==> config.mk <==
export PLATFORM = sky130hd
export DESIGN_NAME = interrupt_arbiter_prio_rr
export DESIGN_NICKNAME = d
export VERILOG_FILES = /design/src/rtl/interrupt_arbiter_prio_rr_pkg.sv /design/src/rtl/int_arb_winner_sel.sv /design/src/rtl/interrupt_arbiter_prio_rr.sv
export SDC_FILE = /design/constraint.sdc
export NUM_CORES = 1
export LEC_CHECK = 0
export ABC_AREA = 1
export CELL_PAD_IN_SITES_DETAIL_PLACEMENT = 2
export CELL_PAD_IN_SITES_GLOBAL_PLACEMENT = 2
export CORE_MARGIN = 3
export CORE_UTILIZATION = 32
export CTS_CLUSTER_DIAMETER = 200
export CTS_CLUSTER_SIZE = 14
export DETAILED_ROUTE_END_ITERATION = 6
export GPL_ROUTABILITY_DRIVEN = 0
export PLACE_DENSITY = 0.95
export SKIP_CTS_REPAIR_TIMING = 1
export SLEW_MARGIN = 20
export SYNTH_ARGS = -nofsm -noshare
export SYNTH_HDL_FRONTEND = slang
export SYNTH_HIERARCHICAL = 1
export SYNTH_SLANG_ARGS = --single-unit
==> constraint.sdc <==
create_clock -name clk -period 50.4 [get_ports clk]
set_input_delay 10.08 -clock clk [delete_from_list [all_inputs] [get_ports clk]]
set_output_delay 10.08 -clock clk [all_outputs]
set_load 0.01 [all_outputs]
==> src/rtl/interrupt_arbiter_prio_rr_pkg.sv <==
// Shared types and sizing for the priority / round-robin interrupt arbiter.
package InterruptArbiterPkg;

    localparam int NUM_INT_PORTS = 16;
    localparam int PRIO_W        = 3;

    typedef enum logic [1:0] {
        IDLE,
        OFFER,
        SERVICE
    } arb_state_e;

    typedef logic [$clog2(NUM_INT_PORTS)-1:0] int_id_t;

endpackage

==> src/rtl/int_arb_winner_sel.sv <==
// Combinational winner select: highest priority, ties broken from rr_ptr upward.
module int_arb_winner_sel #(
    parameter int NUM_PORTS = InterruptArbiterPkg::NUM_INT_PORTS,
    parameter int PRIO_W    = InterruptArbiterPkg::PRIO_W,
    parameter int ID_W      = $clog2(NUM_PORTS)
) (
    input  logic [NUM_PORTS-1:0]        eligible_i,
    input  logic [NUM_PORTS*PRIO_W-1:0] prio_i,
    input  logic [ID_W-1:0]             rr_ptr_i,
    output logic                        found_o,
    output logic [ID_W-1:0]             id_o,
    output logic [PRIO_W-1:0]           prio_o
);

    logic [PRIO_W-1:0] prio_a [NUM_PORTS];
    logic [ID_W:0]     sum;
    logic [ID_W-1:0]   idx;

    always_comb begin
        for (int k = 0; k < NUM_PORTS; k++) begin
            prio_a[k] = prio_i[k*PRIO_W +: PRIO_W];
        end
    end

    // Scan in rotated order; strict '>' keeps the first index among equals.
    always_comb begin
        found_o = 1'b0;
        id_o    = '0;
        prio_o  = '0;
        sum     = '0;
        idx     = '0;
        for (int i = 0; i < NUM_PORTS; i++) begin
            sum = {1'b0, rr_ptr_i} + (ID_W+1)'(i);
            if (sum >= (ID_W+1)'(NUM_PORTS)) begin
                sum = sum - (ID_W+1)'(NUM_PORTS);
            end
            idx = sum[ID_W-1:0];
            if (eligible_i[idx] && (!found_o || (prio_a[idx] > prio_o))) begin
                found_o = 1'b1;
                id_o    = idx;
                prio_o  = prio_a[idx];
            end
        end
    end

endmodule

==> src/rtl/interrupt_arbiter_prio_rr.sv <==
// Interrupt arbiter: pending capture, eligibility, offer/claim handshake, service tracking.
module interrupt_arbiter_prio_rr
    import InterruptArbiterPkg::*;
#(
    parameter int NUM_PORTS = InterruptArbiterPkg::NUM_INT_PORTS,
    parameter int PRIO_W    = InterruptArbiterPkg::PRIO_W,
    parameter int ID_W      = $clog2(NUM_PORTS)
) (
    input  logic                        clk,
    input  logic                        rst,
    input  logic [NUM_PORTS-1:0]        irq_i,
    input  logic [NUM_PORTS-1:0]        edge_mode_i,
    input  logic [NUM_PORTS-1:0]        mask_i,
    input  logic [NUM_PORTS*PRIO_W-1:0] prio_i,
    input  logic [PRIO_W-1:0]           thresh_i,
    output logic                        req_valid_o,
    output logic [ID_W-1:0]             req_id_o,
    output logic [PRIO_W-1:0]           req_prio_o,
    input  logic                        req_ready_i,
    input  logic                        done_valid_i,
    input  logic [ID_W-1:0]             done_id_i,
    output logic [NUM_PORTS-1:0]        pending_o,
    output logic                        busy_o
);

    arb_state_e           state_q;
    logic [NUM_PORTS-1:0] irq_q, pending_q, pending_d;
    logic [NUM_PORTS-1:0] in_service_q, in_service_d;
    logic [NUM_PORTS-1:0] eligible, rise, id_mask;
    logic                 valid_q, busy_q;
    logic [ID_W-1:0]      id_q, rr_q;
    logic [PRIO_W-1:0]    prio_q;
    logic                 found, claim, done_hit;
    logic [ID_W-1:0]      win_id;
    logic [PRIO_W-1:0]    win_prio;

    assign claim    = (state_q == OFFER) && req_ready_i;
    assign done_hit = (state_q == SERVICE) && done_valid_i && (done_id_i == id_q);
    assign id_mask  = NUM_PORTS'(1) << id_q;
    assign rise     = irq_i & ~irq_q;

    // A fresh edge in the claim cycle outranks the clear.
    assign pending_d = (edge_mode_i & ((pending_q & ~(claim ? id_mask : '0)) | rise))
                     | (~edge_mode_i & irq_i);

    always_comb begin
        in_service_d = in_service_q;
        if (claim) begin
            in_service_d = in_service_d | id_mask;
        end
        if (done_hit) begin
            in_service_d = in_service_d & ~id_mask;
        end
    end

    always_comb begin
        eligible = '0;
        for (int k = 0; k < NUM_PORTS; k++) begin
            eligible[k] = pending_q[k] & ~mask_i[k] & ~in_service_q[k]
                        & (prio_i[k*PRIO_W +: PRIO_W] > thresh_i);
        end
    end

    int_arb_winner_sel #(
        .NUM_PORTS (NUM_PORTS),
        .PRIO_W    (PRIO_W),
        .ID_W      (ID_W)
    ) u_sel (
        .eligible_i (eligible),
        .prio_i     (prio_i),
        .rr_ptr_i   (rr_q),
        .found_o    (found),
        .id_o       (win_id),
        .prio_o     (win_prio)
    );

    always_ff @(posedge clk or posedge rst) begin
        if (rst) begin
            irq_q        <= '0;
            pending_q    <= '0;
            in_service_q <= '0;
        end else begin
            irq_q        <= irq_i;
            pending_q    <= pending_d;
            in_service_q <= in_service_d;
        end
    end

    always_ff @(posedge clk or posedge rst) begin
        if (rst) begin
            state_q <= IDLE;
            valid_q <= 1'b0;
            busy_q  <= 1'b0;
            id_q    <= '0;
            prio_q  <= '0;
            rr_q    <= '0;
        end else begin
            unique case (state_q)
                IDLE: begin
                    if (found) begin
                        state_q <= OFFER;
                        valid_q <= 1'b1;
                        busy_q  <= 1'b1;
                        id_q    <= win_id;
                        prio_q  <= win_prio;
                    end
                end
                OFFER: begin
                    if (req_ready_i) begin
                        state_q <= SERVICE;
                        valid_q <= 1'b0;
                        rr_q    <= (id_q == ID_W'(NUM_PORTS-1)) ? '0 : id_q + ID_W'(1);
                    end
                end
                SERVICE: begin
                    if (done_hit) begin
                        state_q <= IDLE;
                        busy_q  <= 1'b0;
                    end
                end
                default: begin
                    state_q <= IDLE;
                    valid_q <= 1'b0;
                    busy_q  <= 1'b0;
                end
            endcase
        end
    end

    assign req_valid_o = valid_q;
    assign req_id_o    = id_q;
    assign req_prio_o  = prio_q;
    assign pending_o   = pending_q;
    assign busy_o      = busy_q;

endmodule

==> After elaboration in Yosys (flattened, before gate mapping) <==
Index checks and enable logic that the tools add are counted.
{ "classes": {"mux": 157, "n_bitwise": 110, "n_lt_le_gt_ge": 79, "shift": 1, "n_addsub": 32, "eq_ne": 7, "reduce_logical": 54} }
{ "ops": {"columns": ["op", "n"], "rows": [
  ["$bmux W3 S4", 16],
  ["$ge A5 B5 Y1 const B", 31],
  ["$mux W3", 48],
  ["$mux W4", 33],
  ["$gt A3 B3 Y1", 31],
  ["$and A16 B16 Y16", 5],
  ["$lt A4 B5 Y1 const B", 16],
  ["$not A4 Y5", 16],
  ["$bmux W1 S4", 16],
  ["$not A16 Y16", 4],
  ["$sub A4 B1 Y4 const B", 16],
  ["$and A1 B1 Y1", 48],
  ["$mux W16", 3],
  ["$or A16 B16 Y16", 3],
  ["$add A4 B4 Y5 const B", 8],
  ["$mux W1", 35],
  ["$not A1 Y1", 34],
  ["$add A4 B3 Y5 const B", 4],
  ["$logic_and A1 B1 Y1", 18],
  ["$shl A1 B4 Y16 const A", 1],
  ["$logic_not A1 Y1", 15],
  ["$logic_or A1 B1 Y1", 15],
  ["$add A4 B2 Y5 const B", 2],
  ["$reduce_and A3 Y1", 3],
  ["13 further kinds", 19]
]} }
{ "word_totals": {"elab_cells": 449, "register_bits": 63, "inputBits": 107} }

==> Longest topological paths before layout <==
Gate-level depths: netlist (run 1).
{ "depth": {"depth_word": 69, "mapped_depth": 153} }

==> Modules after synthesis <==
The synthesis (run 1) kept the hierarchy.
{ "modules_own_cells": {"columns": ["mod", "instances", "area_each_um2", "cells_each", "seq_area_each_um2"], "rows": [
  ["int_arb_winner_sel", 1, 5955.7, 1208, 0.0],
  ["interrupt_arbiter_prio_rr", 1, 3749.8, 425, 1576.5]
]} }

==> Worst setup path after synthesis (run 1) <==
No wires, ideal clock.
{ "synth_timing": {"path_type": "input -> register", "startpoint": "in thresh_i[2]", "endpoint": "reg prio_q[1] (netlist: req_prio_o[1])", "setup_slack_ns": 23.088, "n_path_buf": 3, "arrival_time_ns": 27.187, "required_time_ns": 50.275, "path_stages": 146, "cell_sequence": "inv_1 -> ha_1 -> nand2_1 -> inv_1 -> a211oi_1 -> nand2_1 -> nand3_1 -> nand3_1 -> nand2_1 -> nand2_2 -> nand2_4 -> nand2_1 -> ha_1 -> nand2_1 -> o21ai_0 -> nand2_1 -> nand2_1 -> nand2_1 -> (+110 left out) -> a21oi_1 -> o21ai_0 -> nand2_1 -> nand2_1 -> nand2_2 -> inv_1 -> nand2_1 -> nand2_1 -> ha_1 -> a21oi_1 -> o21ai_0 -> nand2_1 -> nand2_2 -> nand2_4 -> inv_2 -> nand2_1 -> nand2_1 -> mux2_2"} }
{ "synth_between": {"word_cells_on_any_way": 157} }
{ "synth_lines": {"columns": ["item", "line", "text"], "rows": [
  ["start, declared", "interrupt_arbiter_prio_rr.sv:15", "input logic [PRIO_W-1:0] thresh_i,"],
  ["$gt A3 B3 Y1 (*)", "interrupt_arbiter_prio_rr.sv:60", "& (prio_i[k*PRIO_W +: PRIO_W] > thresh_i);"],
  ["$and A1 B1 Y1 (*)", "interrupt_arbiter_prio_rr.sv:60", null],
  ["named net eligible[11]", "interrupt_arbiter_prio_rr.sv:29", "logic [NUM_PORTS-1:0] eligible, rise, id_mask;"],
  ["$bmux W1 S4", "int_arb_winner_sel.sv:38", "if (eligible_i[idx] && (!found_o || (prio_a[idx] > prio_o))) begin"],
  ["$mux W1 (implied by the code)", "int_arb_winner_sel.sv:38", null],
  ["$mux W3 / $mux W1 (equally long branches)", "int_arb_winner_sel.sv:38", null],
  ["$gt A3 B3 Y1 / $logic_not A1 Y1 (equally long branches)", "int_arb_winner_sel.sv:38", null],
  ["$logic_or A1 B1 Y1", "int_arb_winner_sel.sv:38", null],
  ["(+51 left out)", null, null],
  ["$logic_or A1 B1 Y1", "int_arb_winner_sel.sv:38", null],
  ["$logic_and A1 B1 Y1", "int_arb_winner_sel.sv:38", null],
  ["$mux W3 / $mux W1 (equally long branches)", "int_arb_winner_sel.sv:38", null],
  ["$gt A3 B3 Y1 / $logic_not A1 Y1 (equally long branches)", "int_arb_winner_sel.sv:38", null],
  ["$logic_or A1 B1 Y1", "int_arb_winner_sel.sv:38", null],
  ["$logic_and A1 B1 Y1", "int_arb_winner_sel.sv:38", null],
  ["$mux W3 (*)", "int_arb_winner_sel.sv:38", null],
  ["named net win_prio[1]", "interrupt_arbiter_prio_rr.sv:35", "logic [PRIO_W-1:0] win_prio;"],
  ["end signal, assigned", "interrupt_arbiter_prio_rr.sv:105", "prio_q <= win_prio;"],
  ["end, declared", "interrupt_arbiter_prio_rr.sv:32", "logic [PRIO_W-1:0] prio_q;"]
]} }
The timed path passes the listed nets; every way through them passes the cells marked *. The select of a mux whose other input is x is not followed.
A chain may end at the register's enable or synchronous reset.

==> Final worst setup path (run 1) <==
{ "layout_timing": {"startpoint": "in thresh_i[0]", "endpoint": "reg id_q[2] (netlist: req_id_o[2])"} }
{ "layout_between": {"word_cells_on_any_way": 172} }
{ "layout_lines": {"columns": ["item", "line", "text"], "rows": [
  ["$gt A3 B3 Y1 (*)", "interrupt_arbiter_prio_rr.sv:60", null],
  ["$and A1 B1 Y1 (*)", "interrupt_arbiter_prio_rr.sv:60", null],
  ["named net eligible[8]", "interrupt_arbiter_prio_rr.sv:29", null],
  ["$bmux W1 S4", "int_arb_winner_sel.sv:38", null],
  ["$mux W1 (implied by the code)", "int_arb_winner_sel.sv:38", null],
  ["$mux W3 / $mux W1 (equally long branches)", "int_arb_winner_sel.sv:38", null],
  ["$gt A3 B3 Y1 / $logic_not A1 Y1 (equally long branches)", "int_arb_winner_sel.sv:38", null],
  ["$logic_or A1 B1 Y1", "int_arb_winner_sel.sv:38", null],
  ["(+51 left out)", null, null],
  ["$logic_or A1 B1 Y1", "int_arb_winner_sel.sv:38", null],
  ["$logic_and A1 B1 Y1", "int_arb_winner_sel.sv:38", null],
  ["$mux W3 / $mux W1 (equally long branches)", "int_arb_winner_sel.sv:38", null],
  ["$gt A3 B3 Y1 / $logic_not A1 Y1 (equally long branches)", "int_arb_winner_sel.sv:38", null],
  ["$logic_or A1 B1 Y1", "int_arb_winner_sel.sv:38", null],
  ["$logic_and A1 B1 Y1", "int_arb_winner_sel.sv:38", null],
  ["$mux W4 (*)", "int_arb_winner_sel.sv:38", null],
  ["named net win_id[2]", "interrupt_arbiter_prio_rr.sv:34", "logic [ID_W-1:0] win_id;"],
  ["end signal, assigned", "interrupt_arbiter_prio_rr.sv:104", "id_q <= win_id;"],
  ["end, declared", "interrupt_arbiter_prio_rr.sv:31", "logic [ID_W-1:0] id_q, rr_q;"]
]} }
Marks and branches as above.

==> results of run 1 <==
[logic make-up (layout without fill, tap and decap cells)]
logic type | Yosys count | in the layout | synth area share (%)
muxes | 4 | 4 | 0.451
and+or+nand+nor | 982 | 982 | 44.1
buffers and inverters | 224 | 326 | 9.67
AOI/OAI and AO/OA | 245 | 245 | 14.9
DFF | 63 | 63 | 16.2
adders and majority gates | 106 | 106 | 13.7
xor gates and xnor gates | 9 | 9 | 0.967
other | 0 | 1 | 0
[per-stage QoR]
| stage | utilization, % | instances | cell area [µm²] | hold WS (ns) | setup WS [ns] |
|---|---|---|---|---|---|
| 2_1_floorplan | - | 1633 | 9710 | 0.474 | 23.09 |
| 3_3_place_gp | 37.9 | 2109 | 11300 | 0.462 | 20.19 |
| 3_5_place_dp | 37.9 | 2109 | 11300 | 0.503 | 17.58 |
| 4_1_cts | 38.9 | 2125 | 11600 | 0.529 | 17.81 |
| 5_1_grt | 38.9 | 2126 | 11600 | 0.538 | 15.14 |
| 6_report | 38.9 | 2126 | 11600 | 0.520 | 17.30 |
[cell type report]
cell class	instances	area (µm²)	area share [%]
multi-input cells	1346	7190	62.0
flip-flops and latches	63	1580	13.6
repair buffers	142	1390	12.0
inverters	168	633	5.46
well taps	390	488	4.21
clock buffers	10	229	1.97
clock inverters	6	85.1	0.733
diodes	1	2.50	0.0216
[critical path: cells and delay by family]
| family | cells | cell delay, ns |
|---|---|---|
| buffers and inverters | 12 | 2.85 |
| AO/OA/AOI/OAI | 33 | 4.72 |
| adder cells (fa/ha/maj) | 16 | 5.02 |
| AND/OR/NAND/NOR | 84 | 10.57 |
[placed cells by master, fill, tap and decap left out, types with 2 or more instances in the layout]
cell             netlist  final
clkdlybuf4s50_1        0    131
a21boi_0               4      4
dfrtp_1               63     62
nor2_4                 4      4
o211ai_1               3      3
or3b_2                 5      5
or2_2                  6      6
clkinvlp_4             0      2
inv_1                154    153
o21a_1                16     16
a31oi_1               10     10
nand2_4                2      2
nand2_2               13     13
ha_1                 106    106
o21ai_1               10     10
o21bai_1               3      3
xor2_2                 2      2
o22a_1                13     13
o22a_2                 3      3
nand3_1              260    260
clkinv_2               0      2
bufinv_16              0      2
a21oi_1               29     29
nor2_2                 7      7
buf_4                  2     11
clkbuf_16              0      9
or2_0                  2      2
mux2_2                 3      3
nand3_2                3      3
xnor2_1                4      4
inv_2                  9     10
and2_1                23     23
nor2_1                71     71
a211oi_1              19     19
o21ai_0              128    128
clkinv_1               4      4
xor2_1                 3      3
nand2_1              575    575
or2_1                  3      3
[registers in the layout (all words and copies together) (netlist names)]
register,cells
pending_o,16
req_prio_o,3
state_q,2
req_valid_o,1
req_id_o,4
in_service_q,16
irq_q,16
rr_q,4
busy_o,1
[final timing paths]
| check | to | slack, ns | startpoint |
|---|---|---|---|
| min in group asynchronous | irq_q[2] | 10.33 | rst |
| setup reg to reg | req_id_o[2] | 27.26 | rr_q[0] |
| hold / removal | req_prio_o[2] | 0.52 | req_prio_o[2] |
| max in group asynchronous | rr_q[0] | 39.47 | rst |
| hold reg to reg | req_prio_o[2] | 0.52 | req_prio_o[2] |
| setup / recovery | req_id_o[2] | 17.30 | thresh_i[0] |
[layer usage]
metal	share of wire (%)	track usage, %	vias to the layer above	wire, µm
li1	-	-	5569	-
met1	37	36.2	6283	21100
met3	5.4	5.81	253	3080
met5	0	0	-	0
met2	50	62.0	546	28600
met4	8.4	23.7	0	4870
==> results.md, run 1 <==
* Status: completed
* Proportion of layout cells with a drive suffix above 1 at between 5 and 6%
* Setup crit start kind: input port
* Yosys cell types at 55
* FFs w/ async S/R, synth at 100%
* IO buf count at roughly 130
* Type of the most critical hold path: flop to flop
* CTS tree: done
* GR Overflow Total at 0
* Synthesized area per cell at ~5.9 µm²
* Largest net degree at the start of global routing at 85
* Placeable Area at between 20000 and 30000 µm²
* CTS Buf Count at 9
* Maximum root-to-sink buffer count at 2
* Number of synthesized register bits at 63
* Area Overhead vs Synth at 19.5%
* Most used cell, CP: nand2_1
* CTS H-tree depth at 3
* WP data arrival at between 30 and 40 ns
* Root Driver: clkbuf_16
* Sequential area share after synthesis at between 10% and 20%
* Slew headroom at a little over a quarter
* Most instantiated cells after synthesis: nand2_1 (575), nand3_1 (260), inv_1 (154)
* Final setup violation count at 0
* Crit path required time at approximately 51 ns
* Residual DRC at 0
* Drt first pass iters at 5
* Die W at around 180 µm
* Setup Skew at roughly 0.0096 ns
* Clock Sinks at 63
* Worst Tran Pin Value at 1.09 ns
* Antenna violations before repair at 1
* Die Ht at ~180 µm
* Endpoint class of the critical path: flop
* Die ar. at approximately 32000 µm²
* RSZ-0062 raised after global routing: no
* F_max at just over 30 MHz
* Endpoints failing hold at 0
* Initial Util at around 33%
* Yosys warns at 6
* Post-route setup TNS at 0 ns
* Vias/cell at roughly 6
* Top FF cell, synth: dfrtp_1
* Share of the synthesized area in the top cell type at 22.2%
* Biggest area consumer among synthesized cells: nand2_1
* Final Slew Violations at 0
* Hold path depth at 1
* Max incr delay on CP at between 0.9 and 1 ns
* Drt first-iter violations at 880
* Post-route minimum period at approximately 33 ns
* Hpwl dp at ~46 mm
* Largest fanout on the critical path at 16
* Number of antenna-violating nets in the routed design at 0
* Mapped Cells at around 1600
* Crit Path Category: input port to flop
* Vias in the first global route at around 14000
* Post-Synthesis Cell Area at 9710 µm²
* Via count at approximately 13000
* Total GRT Usage at approximately 34%
* Fill count at ~3800
* DR WL/cell at roughly 27 µm
* Reg2Reg Depth at 141
* Clock-pin slew on the worst setup and hold paths at roughly 0.05 ns
* WL final at around 58 mm
* Period utilisation layout at between 60% and 70%
* Global-route wire length before repair at around 87 mm
* Syn nets at about 1800
* Io pins at 132
* Largest cells by area after synthesis: nand2_1 (22%), dfrtp_1 (16%), ha_1 (14%)
* Slowest CP cell: clkdlybuf4s50_1
* Maxcap violations at 0
* Rows at 63
* Worst-Skew Late Latency at approximately 0.33 ns
* Most common cell in the netlist: nand2_1
* Post-synth EDFFs at 0
* Fin nets at a little under 2000
Power of run 1 is left out: the tool's default activity adds up to more than one toggle a clock period on the data nets, which glitch-free logic cannot reach.
==> run 2, diff against run 1 <==
--- a/config.mk
+++ b/config.mk
@@ -9,12 +9,12 @@
 export CELL_PAD_IN_SITES_DETAIL_PLACEMENT = 2
 export CELL_PAD_IN_SITES_GLOBAL_PLACEMENT = 2
 export CORE_MARGIN = 3
-export CORE_UTILIZATION = 32
+export CORE_UTILIZATION = 27
 export CTS_CLUSTER_DIAMETER = 200
 export CTS_CLUSTER_SIZE = 14
 export DETAILED_ROUTE_END_ITERATION = 6
 export GPL_ROUTABILITY_DRIVEN = 0
-export PLACE_DENSITY = 0.95
+export PLACE_DENSITY = 0.91
 export SKIP_CTS_REPAIR_TIMING = 1
 export SLEW_MARGIN = 20
 export SYNTH_ARGS = -nofsm -noshare
==> constraint.sdc (replaced) <==
create_clock -name clk -period 29.7 [get_ports clk]
set_input_delay 5.94 -clock clk [delete_from_list [all_inputs] [get_ports clk]]
set_output_delay 5.94 -clock clk [all_outputs]
set_load 0.01 [all_outputs]
==> run 2 against run 1 <==
Compared with the run above: register-to-register slack worse by 20 ns; via count rose by 0.63%; clock-buffer cell count is 1 lower; critical path type unchanged.
==> results.md, run 2 (synthesis results as in run 1) <==
* Status: completed
* Slew headroom at 33.8%
* Global-route wire length before repair at roughly 81 mm
* Largest fanout on the critical path at 12
* WL final at about 57 mm
* CTS tree: done
* Max incr delay on CP at approximately 0.51 ns
* Largest net degree at the start of global routing at between 80 and 90
* GR Overflow Total at 0
* F_max at 36.3 MHz
* Antenna violations before repair at 1
* Initial Util at 27.8%
* Type of the most critical hold path: flop to flop
* Commonest non-fill, non-tap cell in the layout: nand2_1
* CTS Buf Count at 9
* Maximum root-to-sink buffer count at 2
* WP data arrival at about 28 ns
* Crit path required time at roughly 30 ns
* Die Ht at ~200 µm
* DR WL/cell at approximately 26 µm
* DP Area at ~11000 µm²
* Vias in the first global route at 13600
* Drt first pass iters at 5
* Period utilisation layout at roughly 93%
* Final Slew Violations at 0
* Proportion of layout cells with a drive suffix above 1 at approximately 6.5%
* Number of antenna-violating nets in the routed design at 0
* Endpoint class of the critical path: flop
* Endpoints failing hold at 0
* Most frequent cells in the layout: nand2_1 (570), nand3_1 (260), inv_1 (151)
* Total GRT Usage at 27.4%
* Root Driver: clkbuf_16
* Setup Skew at between 0.006 and 0.007 ns
* Clock-pin slew on the worst setup and hold paths at 0.06 ns
* Worst-Skew Late Latency at 0.34 ns
* Worst Tran Pin Value at 0.990 ns
* Crit Path Category: input port to flop
* Placeable Area at roughly 35000 µm²
* Maxcap violations at 0
* Fin nets at ~2000
* Rows at 68
* Hpwl dp at 41.2 mm
* Setup crit start kind: input port
* Final setup violation count at 0
* Die ar. at approximately 38000 µm²
* Final non-filler cell total at ~2200
* Final instance area at about 12000 µm²
* Die W at between 150 and 200 µm
* CTS H-tree depth at 3
* Slowest CP cell: clkdlybuf4s50_1
* Most used cell, CP: nand2_1
* Post-route minimum period at approximately 28 ns
* Residual DRC at 0
* Vias/cell at about 5.8
* Final Util at 33.7%
* Clock Sinks at 63
* IO buf count at about 130
* Via count at between 10000 and 15000
* Placed cells at roughly 2200
* Io pins at 132
* Drt first-iter violations at between 900 and 1000
* Area Overhead vs Synth at 21.5%
[run 2: changes by cell type in the layout (fill, tap and decap cells not counted), sizes merged]
cell           before  now
buf                11   20
diode               1    3
bufinv              2    1
clkbuf             10    9
clkdlybuf4s50     131  130
clkinv              6    7
dlymetal6s2s        0    1
inv               164  165
[run 2: final timing paths]
| kind | startpoint | to | slack (ns) | cells after the start |
|---|---|---|---|---|
| setup / recovery | thresh_i[1] | req_id_o[2] | 2.12 | 147 |
| max in group asynchronous | rst | rr_q[0] | 22.92 | 3 |
| setup reg to reg | rr_q[1] | req_id_o[2] | 7.27 | 142 |
| hold / removal | busy_o | busy_o | 0.49 | 2 |
| hold reg to reg | busy_o | busy_o | 0.49 | 2 |
| min in group asynchronous | rst | busy_o | 6.17 | 3 |
[run 2: per-layer routing]
| layer | global-route usage [%] | wire length (µm) |
|---|---|---|
| met5 | 0 | 0 |
| met2 | 49.0 | 27700 |
| met3 | 3.30 | 3590 |
| met4 | 12.5 | 3840 |
| met1 | 32.6 | 22000 |
[run 2: metrics by stage]
stage	setup TNS [ns]	hold slack, ns	setup slack [ns]
2_1_floorplan	0	0.474	6.53
3_3_place_gp	0	0.462	3.57
3_5_place_dp	0	0.477	1.50
4_1_cts	0	0.495	1.76
5_1_grt	-1.43	0.540	-0.307
6_report	0	0.487	2.12
[run 2: final cells by class]
class                      instances  area [µm²]
timing repair buffer             151        1480
tap                              455         569
clock inverter                     7        78.8
fill                            4250       23200
inverter                         168         641
sequential                        63        1580
clock buffer                       9         225
antenna                            3        7.51
multi-input combinational       1346        7220
[run 2: critical path: cells and delay by family]
family,cells,cell delay (ns)
and+or+nand+nor,86,10.02
adders and majority gates,16,4.92
AOI/OAI and AO/OA,32,4.28
buffers and inverters,13,2.53
Power of run 2 is left out for the same reason.
